<file path="src/rtl/stream_input_loader.sv">
// Stream loader: 5 config beats, then 32-bit instruction words and data words as 16-bit half pairs.
// Latency: a memory write is presented one cycle after its second half is accepted.
// Backpressure: in_rdy drops while a write waits for mem_gnt and in DONE. Optional LOADER_CHECKSUM_EN adds a checksum output.
module stream_input_loader #(
  parameter int IO_WIDTH     = 16,
  parameter int DATA_WIDTH   = 32,
  parameter int ADDR_WIDTH   = 16,
  parameter int CONFIG_WIDTH = 16,
  parameter int NUM_CONFIGS  = 5
) (
  input  logic                  clk,
  input  logic                  rst,
  input  logic [IO_WIDTH-1:0]   in_data,
  input  logic                  in_vld,
  output logic                  in_rdy,
  input  logic                  reload,
  output logic                  instr_wen,
  output logic [ADDR_WIDTH-1:0] instr_wadr,
  output logic                  data_wen,
  output logic [ADDR_WIDTH-1:0] wadr,
  output logic [DATA_WIDTH-1:0] mem_wdata,
  input  logic                  mem_gnt,
  output logic [ADDR_WIDTH-1:0] instr_max_wadr,
  output logic [ADDR_WIDTH-1:0] input_max_wadr,
  output logic [ADDR_WIDTH-1:0] input_wadr_offset,
  output logic [ADDR_WIDTH-1:0] output_max_adr,
  output logic [ADDR_WIDTH-1:0] output_adr_offset,
  output logic                  load_done,
  output logic                  busy
`ifdef LOADER_CHECKSUM_EN
  ,
  output logic [DATA_WIDTH-1:0] checksum
`endif
);

  typedef enum logic [1:0] {S_CFG, S_INSTR, S_DATA, S_DONE} state_t;

  localparam int CNT_W = (NUM_CONFIGS > 1) ? $clog2(NUM_CONFIGS) : 1;
  localparam logic [CNT_W-1:0] CFG_LAST = CNT_W'(NUM_CONFIGS - 1);

  state_t                  state_q;
  state_t                  state_d;
  logic [ADDR_WIDTH-1:0]   cfg_q [NUM_CONFIGS];
  logic [CNT_W-1:0]        beat_cnt;
  logic                    half_q;
  logic [IO_WIDTH-1:0]     lo_half;
  logic [ADDR_WIDTH-1:0]   word_idx;
  logic [CONFIG_WIDTH-1:0] cfg_beat;
  logic                    pending;
  logic                    accept;
  logic                    phase_last;

  assign pending  = instr_wen | data_wen;
  assign in_rdy   = (state_q != S_DONE) && !(pending && !mem_gnt);
  assign accept   = in_vld && in_rdy;
  assign cfg_beat = CONFIG_WIDTH'(in_data);

  // Last word of the current memory phase, compared against its configured max index.
  assign phase_last = (state_q == S_INSTR) ? (word_idx == cfg_q[0]) : (word_idx == cfg_q[1]);

  assign instr_max_wadr    = cfg_q[0];
  assign input_max_wadr    = cfg_q[1];
  assign input_wadr_offset = cfg_q[2];
  assign output_max_adr    = cfg_q[3];
  assign output_adr_offset = cfg_q[4];

  assign load_done = (state_q == S_DONE);
  assign busy      = (state_q != S_DONE);

  // State register.
  always_ff @(posedge clk or posedge rst) begin
    if (rst) state_q <= S_CFG;
    else     state_q <= state_d;
  end

  // Next state: reload wins over any beat; phases advance on the accepting beat itself.
  always_comb begin
    state_d = state_q;
    if (reload) begin
      state_d = S_CFG;
    end else begin
      case (state_q)
        S_CFG:   if (accept && beat_cnt == CFG_LAST) state_d = S_INSTR;
        S_INSTR: if (accept && half_q && phase_last) state_d = S_DATA;
        S_DATA:  if (accept && half_q && phase_last) state_d = S_DONE;
        default: state_d = state_q;
      endcase
    end
  end

  // Config capture, half packing, word indexing and the registered write port.
  always_ff @(posedge clk or posedge rst) begin
    if (rst) begin
      for (int k = 0; k < NUM_CONFIGS; k++) cfg_q[k] <= '0;
      beat_cnt   <= '0;
      half_q     <= 1'b0;
      lo_half    <= '0;
      word_idx   <= '0;
      instr_wen  <= 1'b0;
      data_wen   <= 1'b0;
      instr_wadr <= '0;
      wadr       <= '0;
      mem_wdata  <= '0;
    end else if (reload) begin
      // Discard the partial load; config registers keep their old values until rewritten.
      beat_cnt  <= '0;
      half_q    <= 1'b0;
      word_idx  <= '0;
      instr_wen <= 1'b0;
      data_wen  <= 1'b0;
    end else begin
      if (pending && mem_gnt) begin
        instr_wen <= 1'b0;
        data_wen  <= 1'b0;
      end
      if (accept) begin
        case (state_q)
          S_CFG: begin
            for (int k = 0; k < NUM_CONFIGS; k++)
              if (beat_cnt == CNT_W'(k)) cfg_q[k] <= ADDR_WIDTH'(cfg_beat);
            beat_cnt <= (beat_cnt == CFG_LAST) ? '0 : beat_cnt + CNT_W'(1);
          end
          S_INSTR, S_DATA: begin
            if (!half_q) begin
              lo_half <= in_data;
              half_q  <= 1'b1;
            end else begin
              half_q    <= 1'b0;
              mem_wdata <= {in_data, lo_half};
              if (state_q == S_INSTR) begin
                instr_wen  <= 1'b1;
                instr_wadr <= word_idx;
              end else begin
                data_wen <= 1'b1;
                wadr     <= cfg_q[2] + word_idx;
              end
              word_idx <= phase_last ? '0 : word_idx + ADDR_WIDTH'(1);
            end
          end
          default: ;
        endcase
      end
    end
  end

`ifdef LOADER_CHECKSUM_EN
  // Running sum of every completed memory write.
  always_ff @(posedge clk or posedge rst) begin
    if (rst)                     checksum <= '0;
    else if (reload)             checksum <= '0;
    else if (pending && mem_gnt) checksum <= checksum + mem_wdata;
  end
`endif

endmodule

</file>
<file path="config.mk">
export PLATFORM = sky130hd
export DESIGN_NAME = stream_input_loader
export DESIGN_NICKNAME = d
export VERILOG_FILES = /design/src/rtl/stream_input_loader.sv
export SDC_FILE = /design/constraint.sdc
export NUM_CORES = 1
export LEC_CHECK = 0
export BUFFER_PORTS_ARGS = -buffer_cell sky130_fd_sc_hd__buf_2
export CORE_MARGIN = 4
export CORE_UTILIZATION = 42
export DETAILED_ROUTE_END_ITERATION = 7
export RECOVER_POWER = 25
export SYNTH_ARGS = -nofsm -noshare
export SYNTH_HDL_FRONTEND = slang
export SYNTH_SLANG_ARGS = --single-unit
</file>
<file path="constraint.sdc">
create_clock -name clk -period 13.7 [get_ports clk]
set_input_delay 1.37 -clock clk [delete_from_list [all_inputs] [get_ports clk]]
set_output_delay 1.37 -clock clk [all_outputs]
set_load 0.02 [all_outputs]
</file>
==> impl_results.rst <==
.. list-table::
   :header-rows: 1

   * - Metric
     - Value
   * - Pins over their slew limit
     - 102
   * - Slack of the worst reg-to-reg path
     - 10.63 ns
   * - Dominant register cell in the synthesized netlist
     - sky130_fd_sc_hd__dfrtp_1
   * - Number of antenna cells inserted
     - 0
   * - Element type at the critical path end
     - asynchronous set/reset pin
   * - Setup crit start kind
     - input pin
   * - Tightest Hold Check Type
     - flip-flop to flip-flop
   * - Slew headroom
     - -1.92
   * - Estimated wirelength of the detail-placed design
     - 15,000 um
   * - Top fanout value on the critical path
     - 101
   * - Worst hold slack
     - 0.474 ns
   * - Relative area change from synthesis to final layout
     - 19.3%
   * - Die footprint
     - 22,400 um2
   * - CTS tree
     - done
   * - Actual slew at the worst max-slew pin
     - 4.35 ns
   * - Period utilization
     - 0.344
   * - Avg Inst Size Synth
     - 12.9 um2
   * - Std cell rows
     - 51
   * - Number of detailed-routing iterations run before antenna repair
     - 4
   * - TritonCTS Buffers
     - 17
   * - Maximum resistive drop on vdd
     - 0.0834 mV
   * - Buffers from clock root to sink, at most
     - 2
   * - Shortest clock period the worst path allows after layout
     - 4.71 ns
   * - Aggregate negative setup slack
     - 0 ns
   * - Worst setup margin
     - 8.99 ns
   * - Post-synthesis sequential area ratio
     - 0.546
   * - Wire length reported by the detailed router
     - 20,200 um
   * - Status
     - finished, violations left
   * - CTS H-tree depth
     - 4
   * - Cell area after synthesis
     - 8430 um2
   * - Final-report hold violation count
     - 0
   * - Number of vias per cell after detailed routing
     - 5.14
   * - Overflow left after global routing
     - 0
   * - Final setup fails
     - 0
   * - Number of DRC markers after the initial detailed-route iteration
     - 213
   * - Number of synthesized register bits
     - 184
   * - Distinct cell type count of the synthesized netlist
     - 54
   * - Overall die height
     - 150 um
   * - First-pass GRT wire length
     - 32,200 um
   * - Final nets
     - 861
   * - PD cells
     - 149 nW/um2
   * - Number of gates resized after CTS
     - 0
   * - Number of nets with antenna violations after detailed routing
     - 0
   * - Number of warnings printed during yosys synthesis
     - 0
   * - Placeable core region
     - 19,600 um2
   * - Routability cong.
     - 0.858
   * - Leakage power total
     - 0.00509 uW
   * - I/O pin count
     - 170
   * - Setup Skew
     - 0.00839 ns
   * - Violated checks
     - max-capacitance violations, max-slew violations
   * - Most frequent cells in the layout
     - 184 x sky130_fd_sc_hd__dfrtp_1, 147 x sky130_fd_sc_hd__buf_2, 94 x sky130_fd_sc_hd__mux2_1, 50 x sky130_fd_sc_hd__mux2_2, 42 x sky130_fd_sc_hd__nand2_1
   * - Number of port buffers
     - 169
   * - Clock transition time at the flip-flop clock pins of the worst setup and hold paths
     - 0.06 ns
   * - Clk_lat worst skew
     - 0.42 ns
   * - Data arrival, critical path
     - 5.10 ns
   * - Critical path class
     - input pin to asynchronous set/reset pin
   * - Worst slack after detailed placement
     - 9.99 ns
   * - Data required time at the worst endpoint
     - 14.09 ns
   * - Most frequent standard cell in the layout excluding fill and tap cells
     - sky130_fd_sc_hd__dfrtp_1
   * - Number of design rule violations left after detail routing
     - 0
   * - Post-Syn Instances
     - 652
   * - Antenna violations before repair
     - 0
   * - Hold-fix buffer count after cts
     - 0
   * - Largest net degree at the start of global routing
     - 102
   * - Wire length per cell
     - 18.5 um
   * - Sink count of the clock tree
     - 184
   * - Upper clock frequency limit
     - 0.212 GHz
   * - Number of nets in the synthesized netlist
     - 699
   * - Effective utilization at floorplan
     - 0.430
   * - Vias in the first global route
     - 5,822
   * - Async set or reset register ratio after synthesis
     - 1.00
   * - Number of enable-type register cells in the synthesized netlist
     - 0
   * - Postcts setup bufs
     - 0
   * - DIE WIDTH
     - 150 um
   * - Maximum capacitance violations
     - 1
   * - CTS Root Cell
     - sky130_fd_sc_hd__clkbuf_16
   * - GRT Util Overall
     - 0.186
   * - Unrepaired setup endpoints after global routing
     - false
   * - Vias after detailed routing
     - 5,614
   * - Share of cells above drive strength 1
     - 0.294
-- state kept, by name (all words and copies together), names as in the netlist --
name               count
state_q                2
word_idx              16
mem_wdata             32
wadr                  16
half_q                 1
instr_wadr            16
lo_half               16
instr_wen              1
input_max_wadr        16
beat_cnt               3
input_wadr_offset     16
instr_max_wadr        16
output_max_adr        16
output_adr_offset     16
data_wen               1
-- synth_stat cells, types with 2 or more instances --
| cell | count | area [um2] |
|---|---|---|
| sky130_fd_sc_hd__inv_1 | 14 | 52.6 |
| sky130_fd_sc_hd__ha_1 | 25 | 313 |
| sky130_fd_sc_hd__nor2_1 | 29 | 109 |
| sky130_fd_sc_hd__clkbuf_1 | 9 | 33.8 |
| sky130_fd_sc_hd__mux2_1 | 94 | 1060 |
| sky130_fd_sc_hd__o21ai_0 | 14 | 70.1 |
| sky130_fd_sc_hd__mux2_2 | 50 | 563 |
| sky130_fd_sc_hd__nand2_1 | 41 | 154 |
| sky130_fd_sc_hd__or3_1 | 2 | 12.5 |
| sky130_fd_sc_hd__buf_4 | 7 | 52.6 |
| sky130_fd_sc_hd__nand3b_1 | 3 | 22.5 |
| sky130_fd_sc_hd__o21bai_1 | 4 | 30.0 |
| sky130_fd_sc_hd__mux2i_1 | 18 | 180 |
| sky130_fd_sc_hd__and2_1 | 7 | 43.8 |
| sky130_fd_sc_hd__a31oi_1 | 4 | 25.0 |
| sky130_fd_sc_hd__nor4b_1 | 2 | 17.5 |
| sky130_fd_sc_hd__a21oi_1 | 20 | 100 |
| sky130_fd_sc_hd__o21ai_1 | 2 | 10.0 |
| sky130_fd_sc_hd__xnor2_1 | 35 | 307 |
| sky130_fd_sc_hd__nor4_2 | 4 | 50.1 |
| sky130_fd_sc_hd__a21o_1 | 11 | 82.6 |
| sky130_fd_sc_hd__a211oi_1 | 2 | 15.0 |
| sky130_fd_sc_hd__xor2_1 | 3 | 26.3 |
| sky130_fd_sc_hd__nor4_1 | 4 | 25.0 |
| sky130_fd_sc_hd__buf_2 | 12 | 60.1 |
| sky130_fd_sc_hd__nor3_1 | 8 | 40.0 |
| sky130_fd_sc_hd__nand4_1 | 9 | 56.3 |
| sky130_fd_sc_hd__dfrtp_1 | 184 | 4600 |
| sky130_fd_sc_hd__nand3_1 | 8 | 40.0 |
| sky130_fd_sc_hd__nand2b_1 | 2 | 12.5 |
| sky130_fd_sc_hd__a2111oi_0 | 2 | 17.5 |
-- routing by layer --
metal	GRT usage	vias to the layer above	part of all wire
met4	0.0421	0	0.0096
met2	0.296	147	0.48
met1	0.249	2805	0.44
li1	-	2648	-
met5	0	-	0
met3	0.0630	14	0.072
-- worst max-delay path, cell delays in order --
cell and delay (ns):
sky130_fd_sc_hd__buf_2 0.10, sky130_fd_sc_hd__clkinvlp_2 2.43, sky130_fd_sc_hd__buf_4 1.12
-- stage by stage --
stage               instance area, um2  total power [uW]  utilization  instances
detailed placement                9480              1010        0.484       1060
global route                     10100              1580        0.513       1092
CTS                              10100              1520        0.516       1092
finish                           10100              1500        0.513       1092
global placement                  9480               998        0.484       1060
floorplan                         8430               878            -        652
-- power breakdown --
| part | switching (uW) | leakage [uW] | internal, uW |
|---|---|---|---|
| registers | 60.2 | 0.00247 | 612 |
| logic | 195 | 0.00233 | 124 |
| clock network | 211 | 0.000300 | 301 |
| total | 466 | 0.00509 | 1040 |
-- area by class of cell --
type,count,area [um2]
multi-input combinational,425,3610
fill,1753,9530
clock inverter,11,159
timing repair buffer,172,837
inverter,14,53.8
sequential,184,4600
clock buffer,21,460
tap,265,332
-- final timing paths --
check,start,to,cells after the start
max,rst,mem_wdata[14]$_DFFE_PP0P_,3
min,wadr[1]$_DFFE_PP0P_,wadr[1]$_DFFE_PP0P_,2
max reg2reg,state_q[1]$_DFFE_PP0P_,input_max_wadr[15]$_DFFE_PP0P_,6
min reg2reg,wadr[1]$_DFFE_PP0P_,wadr[1]$_DFFE_PP0P_,2
max in group clk,mem_gnt,input_max_wadr[15]$_DFFE_PP0P_,7
min in group asynchronous,rst,output_adr_offset[13]$_DFFE_PP0P_,2
-- cell families (layout without fill, tap and decap cells) --
kind of cell / count (synthesis) / after routing / share of synthesized area
muxes: 162 / 162 / 0.214
adders and majority gates: 26 / 26 / 0.0395
buffers and inverters: 43 / 218 / 0.0249
and+or+nand+nor: 131 / 131 / 0.0844
AOI/OAI and AO/OA: 68 / 68 / 0.0519
DFF: 184 / 184 / 0.546
xor gates and xnor gates: 38 / 38 / 0.0395
No activity file was read; power rests on OpenSTA's default activity.
